<file path="config.mk">
export PLATFORM = sky130hd
export DESIGN_NAME = branch_redirect_ctrl_flat
export DESIGN_NICKNAME = d
export VERILOG_FILES = /design/src/rtl/branch_redirect_ctrl_if.sv /design/src/rtl/branch_redirect_ctrl.sv /design/src/flat_wrapper.sv
export SDC_FILE = /design/constraint.sdc
export NUM_CORES = 1
export LEC_CHECK = 0
export ABC_AREA = 1
export ABC_CLOCK_PERIOD_IN_PS = 1700
export BUFFER_PORTS_ARGS = -buffer_cell sky130_fd_sc_hd__buf_4
export CAP_MARGIN = 20
export CORE_UTILIZATION = 44
export CTS_CLUSTER_DIAMETER = 120
export DETAILED_ROUTE_END_ITERATION = 10
export GPL_TIMING_DRIVEN = 1
export PLACE_DENSITY = 0.81
export SKIP_CTS_REPAIR_TIMING = 1
export SLEW_MARGIN = 20
export SYNTH_ARGS = -nofsm -noshare
export SYNTH_HDL_FRONTEND = slang
export SYNTH_SLANG_ARGS = --single-unit
export TNS_END_PERCENT = 100
</file>
<file path="constraint.sdc">
create_clock -name clk -period 1.7 [get_ports clk]
set_clock_uncertainty 0.2 [all_clocks]
set_input_delay 0 -clock clk [delete_from_list [all_inputs] [get_ports clk]]
set_output_delay 0 -clock clk [all_outputs]
set_load 0.02 [all_outputs]
</file>
<file path="src/rtl/branch_redirect_ctrl_if.sv">
// Handshake bundle between the branch/hazard/fetch units and the redirect controller.
// The master side drives the resolution inputs; the slave side returns PC and pipeline controls.
interface branch_redirect_ctrl_if #(
  parameter int PC_W  = 9,
  parameter int CNT_W = 16
);
  logic              br_taken;
  logic [31:0]       br_target;
  logic              load_stall;
  logic              fetch_ready;
  logic [PC_W-1:0]   pc_out;
  logic              pc_stall;
  logic              flush_ifid;
  logic              flush_idex;
  logic              redirect_pending;
  logic              misalign;
  logic [CNT_W-1:0]  taken_cnt;

  modport master (
    output br_taken, br_target, load_stall, fetch_ready,
    input  pc_out, pc_stall, flush_ifid, flush_idex, redirect_pending, misalign, taken_cnt
  );

  modport slave (
    input  br_taken, br_target, load_stall, fetch_ready,
    output pc_out, pc_stall, flush_ifid, flush_idex, redirect_pending, misalign, taken_cnt
  );
endinterface

</file>
<file path="src/rtl/branch_redirect_ctrl.sv">
// Fetch PC owner: sequences EX-stage redirects into PC updates, IF/ID and ID/EX flushes and stalls,
// parking a redirect in PEND while instruction fetch is not ready.
module branch_redirect_ctrl #(
  parameter int              PC_W     = 9,
  parameter logic [PC_W-1:0] RESET_PC = '0,
  parameter int              CNT_W    = 16
) (
  input logic                   clk,
  input logic                   reset,
  branch_redirect_ctrl_if.slave bus
);

  typedef enum logic {RUN, PEND} state_t;

  localparam logic [PC_W-1:0] PC_STEP = PC_W'(4);

  state_t           state_q, state_d;
  logic [PC_W-1:0]  pc_q, pc_d;
  logic [PC_W-1:0]  pend_pc_q, pend_pc_d;
  logic [CNT_W-1:0] cnt_q, cnt_d;
  logic [CNT_W-1:0] cnt_sat;
  logic [PC_W-1:0]  tgt;
  logic             pc_stall, flush_ifid, flush_idex, misalign;
  logic             unused_target_hi;

  // Only the in-range, word-aligned part of the target reaches the PC.
  assign tgt              = {bus.br_target[PC_W-1:2], 2'b00};
  assign unused_target_hi = ^bus.br_target[31:PC_W];
  assign cnt_sat          = (cnt_q == '1) ? cnt_q : cnt_q + CNT_W'(1);

  always_comb begin
    state_d    = state_q;
    pc_d       = pc_q;
    pend_pc_d  = pend_pc_q;
    cnt_d      = cnt_q;
    pc_stall   = 1'b0;
    flush_ifid = 1'b0;
    flush_idex = 1'b0;
    misalign   = 1'b0;

    if (state_q == RUN) begin
      // A taken branch wins over load_stall: the stalled ID instruction is flushed anyway.
      if (bus.br_taken) begin
        flush_ifid = 1'b1;
        flush_idex = 1'b1;
        misalign   = |bus.br_target[1:0];
        cnt_d      = cnt_sat;
        if (bus.fetch_ready) begin
          pc_d = tgt;
        end else begin
          pend_pc_d = tgt;
          state_d   = PEND;
        end
      end else if (bus.load_stall || !bus.fetch_ready) begin
        pc_stall = 1'b1;
      end else begin
        pc_d = pc_q + PC_STEP;
      end
    end else begin
      // EX holds a flushed bubble here, so new branch requests are ignored.
      flush_ifid = 1'b1;
      if (bus.fetch_ready) begin
        pc_d    = pend_pc_q;
        state_d = RUN;
      end
    end

    if (reset) begin
      pc_stall   = 1'b0;
      flush_ifid = 1'b0;
      flush_idex = 1'b0;
      misalign   = 1'b0;
    end
  end

  always_ff @(posedge clk) begin
    if (reset) begin
      state_q   <= RUN;
      pc_q      <= RESET_PC;
      pend_pc_q <= '0;
      cnt_q     <= '0;
    end else begin
      state_q   <= state_d;
      pc_q      <= pc_d;
      pend_pc_q <= pend_pc_d;
      cnt_q     <= cnt_d;
    end
  end

  assign bus.pc_out           = pc_q;
  assign bus.pc_stall         = pc_stall;
  assign bus.flush_ifid       = flush_ifid;
  assign bus.flush_idex       = flush_idex;
  assign bus.redirect_pending = (state_q == PEND);
  assign bus.misalign         = misalign;
  assign bus.taken_cnt        = cnt_q;

endmodule

</file>
<file path="src/flat_wrapper.sv">
// flat-port wrapper written by rule: the top's interface ports become plain ports
module branch_redirect_ctrl_flat 
#(
  parameter int              PC_W     = 9,
  parameter logic [PC_W-1:0] RESET_PC = '0,
  parameter int              CNT_W    = 16
)
  (clk, reset, bus_br_taken, bus_br_target, bus_load_stall, bus_fetch_ready, bus_pc_out, bus_pc_stall, bus_flush_ifid, bus_flush_idex, bus_redirect_pending, bus_misalign, bus_taken_cnt);
  branch_redirect_ctrl_if #(.PC_W(PC_W), .CNT_W(CNT_W)) bus_i ();
  input logic clk;
  input logic reset;
  input wire logic [$bits(bus_i.br_taken)-1:0] bus_br_taken;
  input wire logic [$bits(bus_i.br_target)-1:0] bus_br_target;
  input wire logic [$bits(bus_i.load_stall)-1:0] bus_load_stall;
  input wire logic [$bits(bus_i.fetch_ready)-1:0] bus_fetch_ready;
  output wire logic [$bits(bus_i.pc_out)-1:0] bus_pc_out;
  output wire logic [$bits(bus_i.pc_stall)-1:0] bus_pc_stall;
  output wire logic [$bits(bus_i.flush_ifid)-1:0] bus_flush_ifid;
  output wire logic [$bits(bus_i.flush_idex)-1:0] bus_flush_idex;
  output wire logic [$bits(bus_i.redirect_pending)-1:0] bus_redirect_pending;
  output wire logic [$bits(bus_i.misalign)-1:0] bus_misalign;
  output wire logic [$bits(bus_i.taken_cnt)-1:0] bus_taken_cnt;
  assign bus_i.br_taken = bus_br_taken;
  assign bus_i.br_target = bus_br_target;
  assign bus_i.load_stall = bus_load_stall;
  assign bus_i.fetch_ready = bus_fetch_ready;
  assign bus_pc_out = bus_i.pc_out;
  assign bus_pc_stall = bus_i.pc_stall;
  assign bus_flush_ifid = bus_i.flush_ifid;
  assign bus_flush_idex = bus_i.flush_idex;
  assign bus_redirect_pending = bus_i.redirect_pending;
  assign bus_misalign = bus_i.misalign;
  assign bus_taken_cnt = bus_i.taken_cnt;
  branch_redirect_ctrl #(.PC_W(PC_W), .RESET_PC(RESET_PC), .CNT_W(CNT_W)) u_core (.clk(clk), .reset(reset), .bus(bus_i));
endmodule
</file>
==> out/summary.txt, run 1 <==
RUN STATUS
--------------------------------------------------------------------------------
Status ............................................................    completed

DETAILED ROUTING
--------------------------------------------------------------------------------
Drt first pass iters ..............................................            4
Met1 WL ...........................................................      2020 µm
Residual DRC count ................................................            0
WL met3 ...........................................................       311 µm
Via-to-Cell Ratio .................................................         5.02
Number of nets with antenna violations after detailed routing .....            0
Initial DRC count .................................................           78
Met2 wirelength from detailed routing .............................      2460 µm
Overall via count from detail_route ...............................         1959
Wirelength, routed ................................................      4860 µm
Post-detailed-route wirelength per cell ...........................      12.4 µm
Uppermost layer routed ............................................         met4

FINAL LAYOUT
--------------------------------------------------------------------------------
Most common cell after layout, fill and taps aside ................      nand2_1
Leading cell types in the layout, fill and taps excluded .......... nand2_1 (75), buf_4 (66), nor2_1 (35)
Number of diodes ..................................................            0
Non-filler instance count after layout ............................          390
Total area of multi-input combinational cells .....................     1050 µm²
Storage element area ..............................................      629 µm²
Share of post-route cells with drive strength above 1 .............        0.325
Synth-to-Final Area Change ........................................        45.3%
Final-layout fill cell count ......................................          324
Utilization after layout ..........................................        0.687
Count of nets after finishing .....................................          380

CLOCK NETWORK
--------------------------------------------------------------------------------
Cell at the root of the clock tree ................................     clkbuf_8
Clock Tree Buf Depth ..............................................            2
Clock-pin slew on the worst setup and hold paths ..................      0.07 ns
H-tree depth ......................................................            2
CTS Buf Count .....................................................            5
CTS tree ..........................................................         done
TritonCTS sink count ..............................................           31
Latest clock arrival within the worst-skew pair ...................      0.29 ns

PWR
--------------------------------------------------------------------------------
Net switching power ...............................................     0.475 mW
Share of power burned in combinational logic ......................        0.183
Register share of total power .....................................        0.446
Max VDD drop ......................................................     0.487 mV
Leakage dissipation ...............................................      1.10 nW
Cell-internal power ...............................................      1.28 mW
Power density relative to cell area ...............................   677 nW/µm²
Switching share of total power ....................................        0.271
Clock network fraction of design power ............................        0.372

SYNTHESIS
--------------------------------------------------------------------------------
Commonest register cell after synthesis ...........................      dfxtp_1
Synth Area per Inst ...............................................     6.81 µm²
Flip-flop and latch count after synthesis .........................           31
Netlist Area Pre-Place ............................................     1780 µm²
Share of synthesized registers carrying an async set or reset .....            0
Warning count from the yosys run ..................................            0
Synthesized instance count ........................................          262
Sequential-to-total area share from yosys stat ....................        0.348
Number of enable flip-flop cells after synthesis ..................            0
Unique cell type count in the Yosys netlist .......................           34

GLOBAL ROUTING
--------------------------------------------------------------------------------
Number of antenna violations at the first check in global routing .            0
Pin count of the biggest net entering global routing ..............           23
Total overflow reported by the global router ......................            0
Global routing usage summed across all routing layers .............        0.235
First-pass GRT wire length ........................................      7660 µm
Number of global-route vias before repair .........................         1776

STA
--------------------------------------------------------------------------------
Share of the clock period used by the worst path after layout .....        0.953
Min cycle time layout .............................................      1.62 ns
Max-slew violations ...............................................            0
Peak clock frequency supported by timing ..........................      617 MHz
Setup_tns .........................................................         0 ns
Final Hold Violating Endpoints ....................................            0
Number of setup violations in the final report ....................            0
Smallest setup slack after layout .................................    0.0795 ns
Final Hold Slack ..................................................     0.109 ns

PLACED DESIGN
--------------------------------------------------------------------------------
Port Buffer Count .................................................           41
Cell count after placement ........................................          365
Gpl congestion ....................................................        0.844
Half-perimeter wire length of the detailed placement result .......      3380 µm
Worst slack at placement ..........................................   0.00383 ns

HOLD PATH
--------------------------------------------------------------------------------
Worst hold stages .................................................            3
Hold wc startpoint ................................................ bus_br_target[0]
Hold Path Class ...................................................       in2out
Capture endpoint of the worst hold path ........................... bus_misalign

DIE
--------------------------------------------------------------------------------
Die footprint .....................................................     4310 µm²
Starting utilization of the core area .............................        0.473
Placeable core region .............................................     3770 µm²
Die Span Y ........................................................      65.7 µm
Boundary Pins .....................................................           67
X dimension of the die ............................................      65.7 µm
Count of standard-cell rows .......................................           22

RUN
--------------------------------------------------------------------------------
Max-capacitance violation count ...................................            0

WORST SETUP PATH
--------------------------------------------------------------------------------
Critical Path AT ..................................................      1.64 ns
Nature of the critical path endpoint ..............................     register
Worst r2r path cells ..............................................            9
Flop-to-flop setup slack ..........................................      0.08 ns
Worst setup path category .........................................      reg2reg
Critical R2R Capture .............................................. u_core.bus.taken_cnt[11]
Beginning of the worst register-to-register path .................. u_core.bus.taken_cnt[0]
Nature of the critical path startpoint ............................     register
Data required time at the worst endpoint ..........................      1.72 ns
Maximum fanout along the worst path ...............................            6

-- through the flow --
step / power (mW) / cell area (µm²)
final: 1.75 / 2590
after CTS: 1.72 / 2390
after floorplan: 0.952 / 1790
after detailed placement: 1.07 / 2290
after global placement: 1.07 / 2290
after global routing: 1.84 / 2590
-- kinds of logic (layout without fill, tap and decap cells) --
| group | count (synthesis) | count (layout) | share of synthesized area |
|---|---|---|---|
| XOR/XNOR | 7 | 7 | 0.0344 |
| buffers and inverters | 31 | 110 | 0.0807 |
| AO/OA/AOI/OAI | 54 | 54 | 0.195 |
| AND/OR/NAND/NOR | 136 | 136 | 0.326 |
| other | 1 | 2 | 0.00210 |
| adder cells (fa/ha/maj) | 2 | 2 | 0.0140 |
| flip-flops | 31 | 31 | 0.348 |
-- sequential cells by signal (all words and copies together) (netlist names) --
name / count
u_core.bus.taken_cnt: 16
u_core.bus.pc_out: 7
u_core.bus.redirect_pending: 1
u_core.pend_pc_q: 7
-- cell usage after synthesis (2+ instances only) --
master	number	area [µm²]
o21ai_1	2	10.0
ha_1	2	25.0
xor2_1	4	35.0
a21oi_2	10	87.6
buf_1	2	7.51
nor2_1	36	135
nand4_1	4	25.0
buf_4	3	22.5
nand2_2	5	31.3
buf_6	2	22.5
a22o_1	3	26.3
nand3_1	8	40.0
inv_1	18	67.6
nand2_1	75	282
a21oi_1	16	80.1
xnor2_1	3	26.3
nor2_2	5	31.3
inv_2	3	11.3
o21ai_0	16	80.1
dfxtp_1	31	621
-- cell type report --
cell class | count | area share
repair buffers | 80 | 0.259
well taps | 48 | 0.0232
inverters | 22 | 0.0319
multi-input cells | 201 | 0.404
clock buffers | 8 | 0.0386
flip-flops and latches | 31 | 0.243
-- routing by layer --
metal | up-vias | GRT usage
li1 | 997 | -
met1 | 883 | 0.254
met2 | 71 | 0.412
met3 | 8 | 0.0747
met4 | 0 | 0.109
met5 | - | 0
-- power by group through the flow --
stage,clock network [mW],registers (mW),logic (mW)
6_report,0.652,0.781,0.320
3_5_place_dp,0,0.794,0.278
5_1_grt,0.710,0.784,0.350
3_3_place_gp,0,0.792,0.273
2_1_floorplan,0,0.814,0.138
4_1_cts,0.667,0.778,0.279
-- worst max-delay path: stages (launching register included) --
cell and delay (ns):
dfxtp_4 0.36, ha_4 0.16, nand3_2 0.09, inv_2 0.05, nand2_4 0.08, nor2_2 0.06
nor2_4 0.20, clkbuf_16 0.19, nand2_1 0.06, a21oi_2 0.10
-- worst max-delay path by stage --
stage / cells after the start / slack (ns) / to / from
4_1_cts: 9 / -0.05 / u_core.bus.taken_cnt[5] / u_core.bus.taken_cnt[0]
2_1_floorplan: 9 / 0.02 / u_core.bus.taken_cnt[11] / u_core.bus.taken_cnt[1]
6_report: 9 / 0.08 / u_core.bus.taken_cnt[11] / u_core.bus.taken_cnt[0]
5_1_grt: 8 / -0.02 / u_core.bus.taken_cnt[1] / u_core.bus.taken_cnt[5]
3_5_place_dp: 9 / 0.004 / u_core.bus.taken_cnt[5] / u_core.bus.taken_cnt[0]
3_3_place_gp: 9 / 0.03 / u_core.bus.taken_cnt[4] / u_core.bus.taken_cnt[0]
Note: power is estimated with default switching activity, not from simulation.
==> run 2, diff against run 1 <==
ABC_AREA = default   (was 1)
CORE_UTILIZATION = 43   (was 44)
PLACE_DENSITY = 0.8   (was 0.81)
RECOVER_POWER = 100   (was default)
==> run 2 against run 1 <==
  * The flow now finishes with violations (hold timing, setup timing)
  * Final cell count shrank 11%
  * Fmax is 11% lower
  * Combinational power down 13%
  * First-iteration DRC count grew to 2.8 times the previous value
  * Wire length is 10% higher
  * Register-to-register slack lost 0.18 ns
  * Sequential cell count is the same
  * Area after synthesis fell by 6.1%
  * Critical path type is now reg2out
  * Critical endpoint is now bus_pc_stall
==> out/summary.txt, run 2 <==
SYNTHESIS
--------------------------------------------------------------------------------
Share of synthesized registers carrying an async set or reset .....            0   unchanged
Warning count from the yosys run ..................................            0   unchanged
Cell with the most instances after synthesis ......................      dfxtp_1
Top cell type by total area after synthesis .......................      dfxtp_1
Ranking of synthesized cells by area .............................. dfxtp_1 (37%), o21ai_0 (7.2%), a21oi_1 (6.3%)
Synthesized instance count ........................................          215   -18%
Netlist Area Pre-Place ............................................     1670 µm²   -6.1%
Number of enable flip-flop cells after synthesis ..................            0   unchanged
Sequential-to-total area share from yosys stat ....................        0.371   +0.0226
Commonest register cell after synthesis ...........................      dfxtp_1
Flip-flop and latch count after synthesis .........................           31   unchanged
Unique cell type count in the Yosys netlist .......................           44   +29%
Synth Area per Inst ...............................................     7.79 µm²   +14%
Top cells by instance count after synthesis ....................... dfxtp_1 (31), nand2_1 (27), o21ai_0 (24)
Share of Yosys cell area claimed by the top area cell type ........        0.371   +0.0226

PWR
--------------------------------------------------------------------------------
Max VDD drop ......................................................     0.422 mV   -13%
Clock network fraction of design power ............................        0.380   +0.008
Leakage dissipation ...............................................      1.13 nW   +2.0%
Share of power burned in combinational logic ......................        0.165   -0.018
Overall Power .....................................................      1.69 mW   -3.4%
Switching share of total power ....................................        0.263   -0.00842
Register share of total power .....................................        0.455   +0.009
Power density relative to cell area ...............................   650 nW/µm²   -3.9%
Net switching power ...............................................     0.445 mW   -6.4%
Cell-internal power ...............................................      1.25 mW   -2.3%

RUN STATUS
--------------------------------------------------------------------------------
Violated checks ................................................... hold timing, setup timing
Status ............................................................ finished, violations left

WORST SETUP PATH
--------------------------------------------------------------------------------
CP startpoint ..................................................... u_core.bus.redirect_pending
Worst r2r path cells ..............................................            5   -4
CP Buf/Inv Count ..................................................            3   +1
Beginning of the worst register-to-register path .................. u_core.bus.taken_cnt[1]
Nature of the critical path startpoint ............................     register
Flop-to-flop setup slack ..........................................     -0.10 ns   -0.18 ns
Crit path cell chain .............................................. buf_4 > or2_2 > buf_6 > a211oi_2 > buf_4
Critical Path AT ..................................................      1.62 ns   -0.02 ns
Critical R2R Capture .............................................. u_core.bus.taken_cnt[10]
Slowest cell delay on critical path ...............................      0.35 ns   about the same
Nature of the critical path endpoint .............................. primary output
Cell class contributing the biggest share of worst-path delay ..... buffers and inverters
Slowest stage cell, crit path .....................................      dfxtp_4
Maximum fanout along the worst path ...............................            5   -1
Data required time at the worst endpoint ..........................      1.50 ns   -0.22 ns
Worst setup path category .........................................      reg2out
Most Frequent Cell on Critical Path ...............................        buf_4

FINAL LAYOUT
--------------------------------------------------------------------------------
Number of diodes ..................................................            0   unchanged
Most common cell after layout, fill and taps aside ................        buf_4
Count of nets after finishing .....................................          339   -11%
Total area of multi-input combinational cells .....................     1070 µm²   +1.8%
Share of post-route cells with drive strength above 1 .............        0.409   +0.0841
Max FFs per register ..............................................           16   unchanged
Storage element area ..............................................      642 µm²   +2.0%
Synth-to-Final Area Change ........................................        55.5%
Utilization after layout ..........................................        0.706   +0.0188
Leading cell types in the layout, fill and taps excluded .......... buf_4 (77), nand2_1 (26), o21ai_0 (21)
Final-layout fill cell count ......................................          288   -11%

STA
--------------------------------------------------------------------------------
Peak clock frequency supported by timing ..........................      551 MHz   -11%
Smallest setup slack after layout .................................    -0.116 ns   -0.195 ns
Max-slew violations ...............................................            0   unchanged
Share of the clock period used by the worst path after layout .....         1.07   +0.115
Setup_tns .........................................................    -0.746 ns   -0.746 ns
Min cycle time layout .............................................      1.82 ns   +0.195 ns
Number of setup violations in the final report ....................           12   +12
Final Hold Violating Endpoints ....................................            1   +1
RSZ-0062 raised after global routing ..............................         true
Final Hold Slack ..................................................  -0.00791 ns   -0.117 ns

GLOBAL ROUTING
--------------------------------------------------------------------------------
Number of global-route vias before repair .........................         1718   -3.3%
Number of antenna violations at the first check in global routing .            0   unchanged
Total overflow reported by the global router ......................            0   unchanged
First-pass GRT wire length ........................................      7590 µm   -0.90%
Global routing usage summed across all routing layers .............        0.231   -0.00432
Pin count of the biggest net entering global routing ..............           38   +65%

DETAILED ROUTING
--------------------------------------------------------------------------------
Via-to-Cell Ratio .................................................         5.75   +14%
Wirelength, routed ................................................      5360 µm   +10%
Overall via count from detail_route ...............................         2007   +2.5%
Post-detailed-route wirelength per cell ...........................      15.4 µm   +23%
Number of nets with antenna violations after detailed routing .....            0   unchanged
Residual DRC count ................................................            0   unchanged
Drt first pass iters ..............................................            4   unchanged
Initial DRC count .................................................          216   +180%

CLOCK NETWORK
--------------------------------------------------------------------------------
Latest clock arrival within the worst-skew pair ...................      0.28 ns   about the same
H-tree depth ......................................................            2   unchanged
CTS Buf Count .....................................................            5   unchanged
Clock Tree Buf Depth ..............................................            2   unchanged
CTS tree ..........................................................         done
Cell at the root of the clock tree ................................     clkbuf_8
TritonCTS sink count ..............................................           31   unchanged
Clock-pin slew on the worst setup and hold paths ..................      0.06 ns   about the same

PLACED DESIGN
--------------------------------------------------------------------------------
Half-perimeter wire length of the detailed placement result .......      3110 µm   -8.1%
Gpl congestion ....................................................        0.849   +0.60%
Port Buffer Count .................................................           41   unchanged

HOLD PATH
--------------------------------------------------------------------------------
Hold Path Class ...................................................       in2reg
Hold wc startpoint ................................................ bus_br_taken
Worst hold stages .................................................            3   unchanged
Capture endpoint of the worst hold path ........................... u_core.bus.redirect_pending

DIE
--------------------------------------------------------------------------------
Boundary Pins .....................................................           67   unchanged
Starting utilization of the core area .............................        0.454   -0.0189
Die Span Y ........................................................      64.4 µm   -1.9%
X dimension of the die ............................................      64.4 µm   -1.9%
Die footprint .....................................................     4150 µm²   -3.8%
Count of standard-cell rows .......................................           22   unchanged
Placeable core region .............................................     3690 µm²   -2.2%

RUN
--------------------------------------------------------------------------------
Max-capacitance violation count ...................................            0   unchanged

[run 2: worst max path at each step]
| stage | to | slack [ns] | depth (start not counted) |
|---|---|---|---|
| floorplan | u_core.bus.taken_cnt[14] | -0.15 | 6 |
| global placement | u_core.bus.taken_cnt[10] | -0.04 | 5 |
| detailed placement | u_core.bus.taken_cnt[14] | -0.08 | 5 |
| CTS | bus_pc_stall | -0.12 | 5 |
| global route | u_core.bus.taken_cnt[0] | -0.16 | 5 |
| finish | bus_pc_stall | -0.12 | 5 |
[run 2: logic make-up after synthesis]
logic type      Yosys count  share of synthesized area
simple gates             90                      0.291
compound gates           67                      0.238
flops                    31                      0.371
buf+inv                  19                     0.0501
mux                       5                     0.0321
fa+ha+maj                 2                     0.0149
other cells               1                    0.00224
[run 2: area by class of cell]
class                      instances  area share
clock buffer                       8      0.0385
inverter                           6     0.00865
multi-input combinational        166       0.410
sequential                        31       0.247
tap                               48      0.0231
timing repair buffer              90       0.274
[run 2: metrics by stage]
stage	setup WS [ns]	instances	hold WS [ns]	instance area [µm²]
finish	-0.116	349	-0.00791	2600
global route	-0.162	349	0.0752	2600
CTS	-0.122	334	-0.233	2380
detailed placement	-0.0819	326	0.0645	2280
global placement	-0.0442	326	0.0598	2280
floorplan	-0.153	216	-0.0640	1720
[run 2: per-layer routing]
metal / GRT usage / up-vias / wire length [µm]
met1: 0.298 / 934 / 2180
met3: 0.0393 / 21 / 368
met5: 0 / - / 0
met4: 0.0778 / 0 / 152
met2: 0.386 / 102 / 2670
li1: - / 950 / -
[run 2: power groups by stage]
stage          Combinational (mW)  Sequential [mW]  Clock (mW)
2_1_floorplan               0.119            0.804           0
5_1_grt                     0.301            0.772       0.687
3_5_place_dp                0.242            0.784           0
6_report                    0.280            0.770       0.643
4_1_cts                     0.243            0.768       0.651
3_3_place_gp                0.239            0.783           0
[run 2: worst register-to-register path, delay by kind of cell, from the launching register on]
kind / cells / cell delay [ns]
fa+ha+maj: 1 / 0.16
simple gates: 3 / 0.89
compound gates: 1 / 0.13
flops: 1 / 0.36
